## config.mk

```make
export PLATFORM = sky130hd
export DESIGN_NAME = sign_extend_16to32
export DESIGN_NICKNAME = d
export VERILOG_FILES = /design/src/rtl/sign_extend_16to32.sv
export SDC_FILE = /design/constraint.sdc
export NUM_CORES = 1
export LEC_CHECK = 0
export ABC_AREA = 0
export CELL_PAD_IN_SITES_DETAIL_PLACEMENT = 1
export CELL_PAD_IN_SITES_GLOBAL_PLACEMENT = 1
export CORE_UTILIZATION = 31
export DETAILED_ROUTE_END_ITERATION = 10
export PLACE_DENSITY_LB_ADDON = 0.08
export REMOVE_ABC_BUFFERS = 1
export SLEW_MARGIN = 5
export SYNTH_ARGS = -nofsm -noshare
export SYNTH_HDL_FRONTEND = slang
export SYNTH_SLANG_ARGS = --single-unit
```

## constraint.sdc

```tcl
create_clock -name clk -period 1.1 [get_ports clk]
set_input_delay 0.11 -clock clk [delete_from_list [all_inputs] [get_ports clk]]
set_output_delay 0.11 -clock clk [all_outputs]
set_load 0.01 [all_outputs]
```

## src/rtl/sign_extend_16to32.sv

```systemverilog
// rtl/sign_extend_16to32.sv - ID-stage immediate extender (sign/zero/upper/branch) with registered copy
// Optional SIGN_EXTEND_NEG_COUNT_EN adds a saturating count of loaded negative immediates.
module sign_extend_16to32 #(
  parameter int IN_WIDTH  = 16,
  parameter int OUT_WIDTH = 32,
  parameter int CNT_WIDTH = 16
) (
  input  logic                 clk,
  input  logic                 rst_n,
  input  logic [IN_WIDTH-1:0]  immediate,
  input  logic [1:0]           mode,
  input  logic                 in_valid,
  input  logic                 stall,
  input  logic                 flush,
  output logic [OUT_WIDTH-1:0] extendedImmediate,
  output logic [OUT_WIDTH-1:0] ext_q,
  output logic                 ext_q_valid,
`ifdef SIGN_EXTEND_NEG_COUNT_EN
  output logic [CNT_WIDTH-1:0] neg_count,
`endif
  output logic                 is_negative
);

  localparam int PAD = OUT_WIDTH - IN_WIDTH;

  logic [OUT_WIDTH-1:0] sext;
  logic                 load;

  assign is_negative = immediate[IN_WIDTH-1];
  assign sext        = {{PAD{immediate[IN_WIDTH-1]}}, immediate};
  assign load        = !flush && !stall;

  // Unknown or 00 mode falls through to plain sign extension.
  always_comb begin
    extendedImmediate = sext;
    case (mode)
      2'b01:   extendedImmediate = {{PAD{1'b0}}, immediate};
      2'b10:   extendedImmediate = {immediate, {PAD{1'b0}}};
      2'b11:   extendedImmediate = {sext[OUT_WIDTH-3:0], 2'b00};
      default: extendedImmediate = sext;
    endcase
  end

  always_ff @(posedge clk or negedge rst_n) begin
    if (!rst_n) begin
      ext_q       <= '0;
      ext_q_valid <= 1'b0;
    end else if (flush) begin
      ext_q       <= '0;
      ext_q_valid <= 1'b0;
    end else if (!stall) begin
      ext_q       <= extendedImmediate;
      ext_q_valid <= in_valid;
    end
  end

`ifdef SIGN_EXTEND_NEG_COUNT_EN
  always_ff @(posedge clk or negedge rst_n) begin
    if (!rst_n) begin
      neg_count <= '0;
    end else if (load && in_valid && immediate[IN_WIDTH-1] && (neg_count != {CNT_WIDTH{1'b1}})) begin
      neg_count <= neg_count + 1'b1;
    end
  end
`endif

endmodule

```

==> qor.yml, run 1 <==
run_status:
  status: "finished, violations left"
  violations: "negative setup slack"
worst_setup_path:
  cp.buffers_inverters: 5
  end_kind: "output port"
  crit_family: "buffers and inverters"
  cp-start-kind: "input pin"
  ff2ff_setup_slack_ps: 230
  ff2ff_path_depth: 3
  worst-path-max-fanout: 7
  slowest_delay_ps: 220
  crit_path_frequent_cell: "buf_6"
  cp.arrival_ps: 1070
  cp.required_ps: 990
  r2r-start: "ext_q[25]"
  timing.rr.end: "ext_q[25]"
  slowest_stage: "a22o_1"
  critPathKind: "input pin to output port"
  path_cells: "buf_8 > buf_6 > clkinvlp_4 > buf_6 > a22o_1 > buf_2"
power_and_ir_drop:
  leakagePower_nw: 1.612
  ir_drop_uv: 591.6
  p_per_area_nw_per_um2: 1145
  power_mw: 3.450
cts:
  cts_buffers: 5
  clock_latency_ps: 280
  cts_buffer_depth: 2
  cts_hold_buf: 0
  root_buffer: "clkbuf_8"
  path_clk_slew_ps: 80
  htree_num_levels: 2
  clkSinkCount: 33
  cts_tree: "built"
synth:
  synth.most_common_cell: "dfrtp_1"
  synth_seq_cells: 33
  muxShareOfSynthArea: 0.01684
  ys_types: 24
  seq_area_frac_synth: 0.4632
  synthSimpleGateAreaFrac: 0.09053
  async_reset_ff_frac: 1.000
  synth_xor_area_frac: 0
  synth_area_sq_um: 1783
  synth_top_area_frac: 0.4632
  synth.top_cells.by_count: "dfrtp_1 (33), a21oi_1 (30), nand2_1 (18)"
  avgSynthCellArea_sq_um: 9.191
  synth_top_family_by_area: "compound AO/OA/AOI/OAI gates"
  synthTopCellsByArea: "dfrtp_1 (46%), a21oi_1 (8.4%), a22o_1 (6.4%)"
  yosys.area_share.adder: 0
  ys_warn_count: 0
  synth_compound_area_frac: 0.3340
  synth_top_area_cell: "dfrtp_1"
  ys.flop_type: "dfrtp_1"
  synth-edff-count: 0
  syn_inst: 194
timing:
  fin_worst_skew_ps: 0
  period_minus_slack_ps: 1177
  setup_viol: 9
  finalSetupTns_ps: -413.2
  worst_pin_slew_ps: 386.4
  hold_viol: 0
  rsz0062_at_grt: "yes"
  finalCritPeriodShare: 1.070
  setup_ws_ps: -76.82
  slew_violations: 0
  fmax_ghz: 0.8497
  slew_headroom: 0.7358
grt:
  grt_max_degree: 34
  grt.overflow.total: 0
  antenna_found_initial: 0
  grtUsageTotal: 0.2424
  grt_pass1_wl_mm: 11.06
  grt_pass1_vias: 2003
final_layout:
  ff_latch_area_sq_um: 825.8
  drive_above_1_share: 0.2880
  fillers: 686
  multi_input_area_sq_um: 804.5
  insertedDiodeCount: 0
  syn2layout_area_growth_pct: 68.91
  final_nets: 338
detailed_routing:
  ant_nets: 0
  viasPerCell: 5.149
  wire_per_inst_microns: 18.37
  drt_wl_total_mm: 7.126
  dr.pass1.iters: 4
  vias: 1998
  drt_iter0_markers: 121
  drc: 0
floorplanning:
  die_h_microns: 77.84
  rows: 27
  io_pins: 89
  core_area_sq_um: 5540
  chipWidth_microns: 77.84
  start_util: 0.3218
  die_area_sq_um: 6059
placed_design:
  io_buffers: 88
  gp_congestion: 0.8109
  hpwl_mm: 4.726
job:
  cap_viol_max_count: 0
hold_path:
  hp-class: "input pin to asynchronous set/reset pin"
## registers in the layout, indices dropped and copies added (netlist names)
signal       count
ext_q           32
ext_q_valid      1
## per-stage QoR
stage	setup slack, ps	instance area (sq um)	cells	hold slack, ps	util
after CTS	-83.40	2969	384	190.8	0.5359
after global placement	-864.0	2910	365	495.5	0.5253
after global routing	-109.3	3012	388	219.3	0.5436
final	-76.82	3012	388	190.0	0.5436
after floorplan	-76.80	1669	174	-185.6	-
after detailed placement	-898.6	2910	365	499.6	0.5253
## power breakdown
group          switching, mW  total, mW  internal, mW  leakage (nW)
sequential            0.0402       1.33          1.29         0.440
clock                  0.451       1.19         0.739        0.0585
combinational          0.486      0.934         0.448          1.11
## cell type report
cell class | count | share of cell area
Inverter | 15 | 0.01994
Tap cell | 72 | 0.02991
Sequential cell | 33 | 0.2742
Clock buffer | 7 | 0.02867
Timing Repair inverter | 1 | 0.002493
Timing Repair Buffer | 133 | 0.3677
Clock inverter | 1 | 0.009971
Multi-Input combinational cell | 126 | 0.2671
## layout by cell type, fill, tap and decap left out, types with 13 or more instances in the layout
master         instances
buf_2                 30
nand2_1               18
o21a_1                14
o21ai_1               14
a22oi_1               14
dfrtp_1               33
inv_1                 14
a21oi_1               30
dlygate4sd2_1         44
buf_4                 30
a22o_1                13
## kinds of logic (layout without fill, tap and decap cells)
| group | count (synthesis) | in the layout |
|---|---|---|
| AO/OA/AOI/OAI | 91 | 91 |
| buffers and inverters | 35 | 157 |
| flip-flops | 33 | 33 |
| multiplexers | 3 | 3 |
| AND/OR/NAND/NOR | 32 | 32 |
## per-layer routing
layer  up-vias  routed length (microns)  part of all wire  GRT usage
li1        927                        -                 -          -
met1       986                     2974              0.42     0.2948
met2        75                     3537              0.50     0.4274
met3        10                      477             0.067    0.04941
met4         0                      137             0.019    0.07358
met5         -                        0                 0          0
## repair_timing
action | in CTS | in global routing
pin swaps | 10 | 7
buffers inserted | 8 | 5
gates cloned | 3 | 0
gates resized for setup | 198 | 16
setup endpoints to repair | 96 | 22
## how the worst max path moves through the flow
| stage | start | slack, ps | end | cells past startpoint |
|---|---|---|---|---|
| 2_1_floorplan | immediate[15] | -80 | ext_q[16] | 3 |
| 3_3_place_gp | mode[1] | -860 | extendedImmediate[2] | 5 |
| 3_5_place_dp | mode[1] | -900 | extendedImmediate[3] | 5 |
| 4_1_cts | mode[1] | -80 | extendedImmediate[10] | 6 |
| 5_1_grt | mode[1] | -110 | extendedImmediate[14] | 6 |
| 6_report | mode[1] | -80 | extendedImmediate[14] | 6 |
(Power assumes the default switching activity.)
==> inputs of run 2 (changes only) <==
CTS_CLUSTER_SIZE = 14   (was not set)
GPL_ROUTABILITY_DRIVEN = 1   (was not set)
==> results of run 2 <==
Same layout as run 1: the final DEF is identical, and so are final timing and power.
